$ cat src/rtl/regfile_hilo_if.sv
// Read/write bus bundle between the pipeline (master) and the architectural
// register file with HI/LO (slave).
interface regfile_hilo_if;
  logic [37:0] wb_to_rf_bus;
  logic [65:0] hilo_wb_to_rf_bus;
  logic [37:0] ex_rf_bus;
  logic [37:0] mem_rf_bus;
  logic [65:0] ex_hilo_bus;
  logic [65:0] mem_hilo_bus;
  logic [4:0]  raddr1;
  logic [4:0]  raddr2;
  logic [31:0] rdata1;
  logic [31:0] rdata2;
  logic [31:0] hi_rdata;
  logic [31:0] lo_rdata;

  modport master (
    output wb_to_rf_bus, hilo_wb_to_rf_bus, ex_rf_bus, mem_rf_bus,
    output ex_hilo_bus, mem_hilo_bus, raddr1, raddr2,
    input  rdata1, rdata2, hi_rdata, lo_rdata
  );

  modport slave (
    input  wb_to_rf_bus, hilo_wb_to_rf_bus, ex_rf_bus, mem_rf_bus,
    input  ex_hilo_bus, mem_hilo_bus, raddr1, raddr2,
    output rdata1, rdata2, hi_rdata, lo_rdata
  );
endinterface

$ cat src/rtl/regfile_hilo.sv
// 32x32 GPR file plus HI/LO, committed from WB, with combinational ID reads.
// Define RF_BYPASS_EN to forward EX/MEM/WB pending writes onto the read ports.
module regfile_hilo (
  input logic          clk,
  input logic          rst,
  regfile_hilo_if.slave bus
);

  logic [31:0] gpr_q [32];
  logic [31:0] gpr_d [32];
  logic [31:0] hi_q, hi_d;
  logic [31:0] lo_q, lo_d;

  logic        wb_we;
  logic [4:0]  wb_waddr;
  logic [31:0] wb_wdata;
  logic        wb_hi_we, wb_lo_we;
  logic [31:0] wb_hi_wdata, wb_lo_wdata;

  assign wb_we       = bus.wb_to_rf_bus[37];
  assign wb_waddr    = bus.wb_to_rf_bus[36:32];
  assign wb_wdata    = bus.wb_to_rf_bus[31:0];
  assign wb_hi_wdata = bus.hilo_wb_to_rf_bus[65:34];
  assign wb_lo_wdata = bus.hilo_wb_to_rf_bus[33:2];
  assign wb_hi_we    = bus.hilo_wb_to_rf_bus[1];
  assign wb_lo_we    = bus.hilo_wb_to_rf_bus[0];

  always_comb begin
    gpr_d = gpr_q;
    hi_d  = hi_q;
    lo_d  = lo_q;
    if (wb_we && (wb_waddr != 5'd0)) gpr_d[wb_waddr] = wb_wdata;
    if (wb_hi_we) hi_d = wb_hi_wdata;
    if (wb_lo_we) lo_d = wb_lo_wdata;
    // $0 is hardwired; its flop is constant and gets swept away
    gpr_d[0] = '0;
  end

  always_ff @(posedge clk) begin
    if (rst) begin
      for (int i = 0; i < 32; i++) gpr_q[i] <= '0;
      hi_q <= '0;
      lo_q <= '0;
    end else begin
      gpr_q <= gpr_d;
      hi_q  <= hi_d;
      lo_q  <= lo_d;
    end
  end

`ifdef RF_BYPASS_EN
  // Youngest in-flight writer wins: EX, then MEM, then WB, then storage.
  function automatic logic [31:0] resolve_gpr(
    input logic [4:0]  addr,
    input logic [37:0] ex_b,
    input logic [37:0] mem_b,
    input logic [37:0] wb_b,
    input logic [31:0] stored
  );
    logic [31:0] v;
    if (addr == 5'd0)                            v = '0;
    else if (ex_b[37]  && ex_b[36:32]  == addr)  v = ex_b[31:0];
    else if (mem_b[37] && mem_b[36:32] == addr)  v = mem_b[31:0];
    else if (wb_b[37]  && wb_b[36:32]  == addr)  v = wb_b[31:0];
    else                                         v = stored;
    return v;
  endfunction

  function automatic logic [31:0] resolve_half(
    input logic        ex_we,
    input logic [31:0] ex_d,
    input logic        mem_we,
    input logic [31:0] mem_d,
    input logic        wb_we_i,
    input logic [31:0] wb_d,
    input logic [31:0] stored
  );
    logic [31:0] v;
    if (ex_we)        v = ex_d;
    else if (mem_we)  v = mem_d;
    else if (wb_we_i) v = wb_d;
    else              v = stored;
    return v;
  endfunction

  always_comb begin
    bus.rdata1   = '0;
    bus.rdata2   = '0;
    bus.hi_rdata = '0;
    bus.lo_rdata = '0;
    if (!rst) begin
      bus.rdata1 = resolve_gpr(bus.raddr1, bus.ex_rf_bus, bus.mem_rf_bus,
                               bus.wb_to_rf_bus, gpr_q[bus.raddr1]);
      bus.rdata2 = resolve_gpr(bus.raddr2, bus.ex_rf_bus, bus.mem_rf_bus,
                               bus.wb_to_rf_bus, gpr_q[bus.raddr2]);
      bus.hi_rdata = resolve_half(bus.ex_hilo_bus[1], bus.ex_hilo_bus[65:34],
                                  bus.mem_hilo_bus[1], bus.mem_hilo_bus[65:34],
                                  wb_hi_we, wb_hi_wdata, hi_q);
      bus.lo_rdata = resolve_half(bus.ex_hilo_bus[0], bus.ex_hilo_bus[33:2],
                                  bus.mem_hilo_bus[0], bus.mem_hilo_bus[33:2],
                                  wb_lo_we, wb_lo_wdata, lo_q);
    end
  end
`else
  // Storage-only reads: ID must stall on RAW hazards against EX/MEM/WB.
  always_comb begin
    bus.rdata1   = '0;
    bus.rdata2   = '0;
    bus.hi_rdata = '0;
    bus.lo_rdata = '0;
    if (!rst) begin
      bus.rdata1   = gpr_q[bus.raddr1];
      bus.rdata2   = gpr_q[bus.raddr2];
      bus.hi_rdata = hi_q;
      bus.lo_rdata = lo_q;
    end
  end
`endif

endmodule

$ cat src/flat_wrapper.sv
// flat-port wrapper written by rule: the top's interface ports become plain ports
module regfile_hilo_flat 
  (clk, rst, bus_wb_to_rf_bus, bus_hilo_wb_to_rf_bus, bus_ex_rf_bus, bus_mem_rf_bus, bus_ex_hilo_bus, bus_mem_hilo_bus, bus_raddr1, bus_raddr2, bus_rdata1, bus_rdata2, bus_hi_rdata, bus_lo_rdata);
  regfile_hilo_if bus_i ();
  input logic clk;
  input logic rst;
  input wire logic [$bits(bus_i.wb_to_rf_bus)-1:0] bus_wb_to_rf_bus;
  input wire logic [$bits(bus_i.hilo_wb_to_rf_bus)-1:0] bus_hilo_wb_to_rf_bus;
  input wire logic [$bits(bus_i.ex_rf_bus)-1:0] bus_ex_rf_bus;
  input wire logic [$bits(bus_i.mem_rf_bus)-1:0] bus_mem_rf_bus;
  input wire logic [$bits(bus_i.ex_hilo_bus)-1:0] bus_ex_hilo_bus;
  input wire logic [$bits(bus_i.mem_hilo_bus)-1:0] bus_mem_hilo_bus;
  input wire logic [$bits(bus_i.raddr1)-1:0] bus_raddr1;
  input wire logic [$bits(bus_i.raddr2)-1:0] bus_raddr2;
  output wire logic [$bits(bus_i.rdata1)-1:0] bus_rdata1;
  output wire logic [$bits(bus_i.rdata2)-1:0] bus_rdata2;
  output wire logic [$bits(bus_i.hi_rdata)-1:0] bus_hi_rdata;
  output wire logic [$bits(bus_i.lo_rdata)-1:0] bus_lo_rdata;
  assign bus_i.wb_to_rf_bus = bus_wb_to_rf_bus;
  assign bus_i.hilo_wb_to_rf_bus = bus_hilo_wb_to_rf_bus;
  assign bus_i.ex_rf_bus = bus_ex_rf_bus;
  assign bus_i.mem_rf_bus = bus_mem_rf_bus;
  assign bus_i.ex_hilo_bus = bus_ex_hilo_bus;
  assign bus_i.mem_hilo_bus = bus_mem_hilo_bus;
  assign bus_i.raddr1 = bus_raddr1;
  assign bus_i.raddr2 = bus_raddr2;
  assign bus_rdata1 = bus_i.rdata1;
  assign bus_rdata2 = bus_i.rdata2;
  assign bus_hi_rdata = bus_i.hi_rdata;
  assign bus_lo_rdata = bus_i.lo_rdata;
  regfile_hilo u_core (.clk(clk), .rst(rst), .bus(bus_i));
endmodule
$ cat config.mk
export PLATFORM = sky130hd
export DESIGN_NAME = regfile_hilo_flat
export DESIGN_NICKNAME = d
export VERILOG_FILES = /design/src/rtl/regfile_hilo_if.sv /design/src/rtl/regfile_hilo.sv /design/src/flat_wrapper.sv
export SDC_FILE = /design/constraint.sdc
export NUM_CORES = 2
export LEC_CHECK = 0
export CAP_MARGIN = 5
export CORE_MARGIN = 2
export CORE_UTILIZATION = 38
export DETAILED_ROUTE_END_ITERATION = 6
export PLACE_DENSITY = 0.68
export SKIP_LAST_GASP = 1
export SLEW_MARGIN = 5
export SYNTH_ARGS = -nofsm -noshare
export SYNTH_HDL_FRONTEND = slang
export SYNTH_SLANG_ARGS = --single-unit
export TNS_END_PERCENT = 5
$ cat constraint.sdc
create_clock -name clk -period 2.7 [get_ports clk]
set_input_delay 0.54 -clock clk [delete_from_list [all_inputs] [get_ports clk]]
set_output_delay 0.54 -clock clk [all_outputs]
set_load 0.03 [all_outputs]
==> reports/metrics.yaml <==
synth_most_common_cell: "nand2_1"
yosys_warnings: 0
cts.sinks: 1056
ys_seq_area_share_pct: 39.7
fin_worst_skew_ps: 0
critical_path_class: "reg -> out"
insertion_delay_ps: 780
crit_start: "u_core.gpr_q[66]$_SDFFE_PP0P_"
post-dp-hpwl_um: 136000
drt-pass1-iter-count: 7
p_per_area_mw_per_mm2: 546
synthesis.area_mm2: 0.0533
dp.cells: 8134
rsz0062_at_grt: "true"
routed_wirelength_um: 210000
drv_cap: 0
setup_slack_ps: -367
finalCritPeriodShare_pct: 114
synth_area_leaders: "dfxtp_1, nand2_1, mux4_2"
cts_max_path_buffers: 3
max_slew_margin_pct: 30.4
synth_common_cells: "nand2_1, dfxtp_1, a21oi_1"
vias: 50600
cp-start-kind: "register"
ys_ff_latch: 1056
rr_startpoint: "u_core.gpr_q[365]$_SDFFE_PP0P_"
worst_pin_slew_ps: 1040
start_util_pct: 38.3
drc: 2
status: "finished, violations left"
hold_class: "in -> reg"
synthFlopType: "dfxtp_1"
cp-endpoint: "bus_rdata2[2]"
fin_cells: 8349
dieArea_mm2: 0.143
yosysTopAreaCell: "dfxtp_1"
cp-end-kind: "output port"
tns_ps: -15550
hold_depth: 3
dieHeight_um: 379
avgRoutedWirePerCell_um: 25.2
grt-ovfl-total: 0
clk_pin_slew_ps: 60
drive_gt1_share_pct: 20.1
cts_root_buf: "clkbuf_16"
grt_max_degree: 179
postRouteAntennaNets: 0
synth_nets: 6534
yosys.area.top_type_share_pct: 39.7
vias_per_cell: 6.06
whs_ps: 173
required_ps: 2160
port_buffers: 243
grt_pass1_wl_um: 309000
period_needed_ps: 3070
io_pins: 452
nNetsFinal: 6703
dr.first_iter.drc_count: 7301
gp_congestion: 0.940
synth-edff-count: 0
r2r_cells: 2
cts_tree: "built"
violations: "design-rule violations, negative setup slack"
synthDistinctLibCells: 35
numCtsBuffers: 110
r2r_slack_ps: 1960
grt_pass1_vias: 48800
finalSetupViolCount: 64
crit_arrival_ps: 2530
num_rows: 137
fmax_mhz: 326
grt_usage_pct: 28.4
peakVddDrop_v: 0.000509
antenna_found_initial: 6
final_core_util_pct: 47.1
ys_async_sr_fraction_pct: 0
r2r_end: "u_core.gpr_q[365]$_SDFFE_PP0P_"
synthCells: 6210
htree_levels: 3
worstPathMaxFanout: 3
post_synth.cell_area_avg_um2: 8.59
cellLeakagePower_nw: 22.4
die_x_um: 379
placeableCoreArea_mm2: 0.139
hold_viol: 0
synthToLayoutAreaGrowth_pct: 23.0
slew_viol_final: 0
-- registers in the layout (all words and copies together), names as in the netlist --
register / flops
u_core.gpr_q: 992
u_core.hi_q: 32
u_core.lo_q: 32
-- power by group --
group | internal, W | switching (W)
Clock | 0.00901 | 0.00693
Combinational | 0.00161 | 0.00240
Sequential | 0.0157 | 0.000106
-- placed cells by master, fill, tap and decap left out, types with 12 or more instances in the layout --
| cell type | count |
|---|---|
| a211oi_1 | 64 |
| a21oi_1 | 992 |
| a221oi_1 | 61 |
| a22o_1 | 128 |
| and2_1 | 73 |
| buf_12 | 210 |
| buf_4 | 319 |
| clkbuf_1 | 29 |
| clkbuf_16 | 115 |
| clkbuf_8 | 25 |
| clkdlybuf4s50_1 | 166 |
| clkinv_2 | 17 |
| dfxtp_1 | 1054 |
| mux2_2 | 192 |
| mux2i_1 | 192 |
| mux4_2 | 320 |
| nand2_1 | 2070 |
| nand2_2 | 12 |
| nor2_1 | 65 |
| nor2_4 | 12 |
| nor2b_1 | 66 |
| o221ai_1 | 63 |
| o22ai_1 | 64 |
| o32a_1 | 60 |
-- worst max-delay path: stages (launching register included) --
cell,delay [ps]
dfxtp_1,330
mux4_2,500
a22o_1,270
o32a_1,350
buf_12,150
buf_12,130
-- routing by layer --
| layer | GRT usage (%) | wire [µm] | share of wire, % |
|---|---|---|---|
| met1 | 35.9 | 78900 | 37 |
| met3 | 7.77 | 26100 | 12 |
| met5 | 0 | 55 | 0.026 |
| met4 | 15.8 | 12400 | 5.9 |
| met2 | 43.8 | 93000 | 44 |
-- how the worst min path moves through the flow --
stage | start | to
after CTS | rst | u_core.gpr_q[193]$_SDFFE_PP0P_
after detailed placement | u_core.gpr_q[335]$_SDFFE_PP0P_ | u_core.gpr_q[335]$_SDFFE_PP0P_
after global routing | rst | u_core.gpr_q[129]$_SDFFE_PP0P_
final | rst | u_core.gpr_q[193]$_SDFFE_PP0P_
after floorplan | u_core.gpr_q[768]$_SDFFE_PP0P_ | u_core.gpr_q[768]$_SDFFE_PP0P_
after global placement | u_core.gpr_q[821]$_SDFFE_PP0P_ | u_core.gpr_q[821]$_SDFFE_PP0P_
-- final cells by class --
cell class	instances	area, µm²
clock buffers	164	3210
fillers	12800	73800
multi-input cells	4491	29700
well taps	1876	2350
inverters	2	7.51
clock inverters	40	534
diodes	2	5.00
repair buffers	718	8670
flip-flops and latches	1056	21100
-- kinds of logic (layout without fill, tap and decap cells) --
logic type,after synthesis,after routing,share of synthesized area (%)
AOI/OAI and AO/OA,1442,1442,16.4
muxes,704,704,21.2
other,0,2,0
DFF,1056,1056,39.7
buffers and inverters,663,924,5.28
and+or+nand+nor,2345,2345,17.5
-- metrics by stage --
step                      setup slack (ps)  power, W  area, µm²
after detailed placement              -732    0.0200      61500
after CTS                             -378    0.0357      65300
final                                 -367    0.0358      65600
after global routing                  -367    0.0366      65600
after global placement                -747    0.0200      61500
after floorplan                       15.4    0.0182      53300
-- repair_timing --
item,4_1_cts,5_1_grt
gates resized for setup,10,19
cloned,1,5
hold buffers,0,0
pin swaps,4,4
setup endpoints to repair,64,66
setup buffers,2,3
Note: power is estimated with default switching activity, not from simulation.
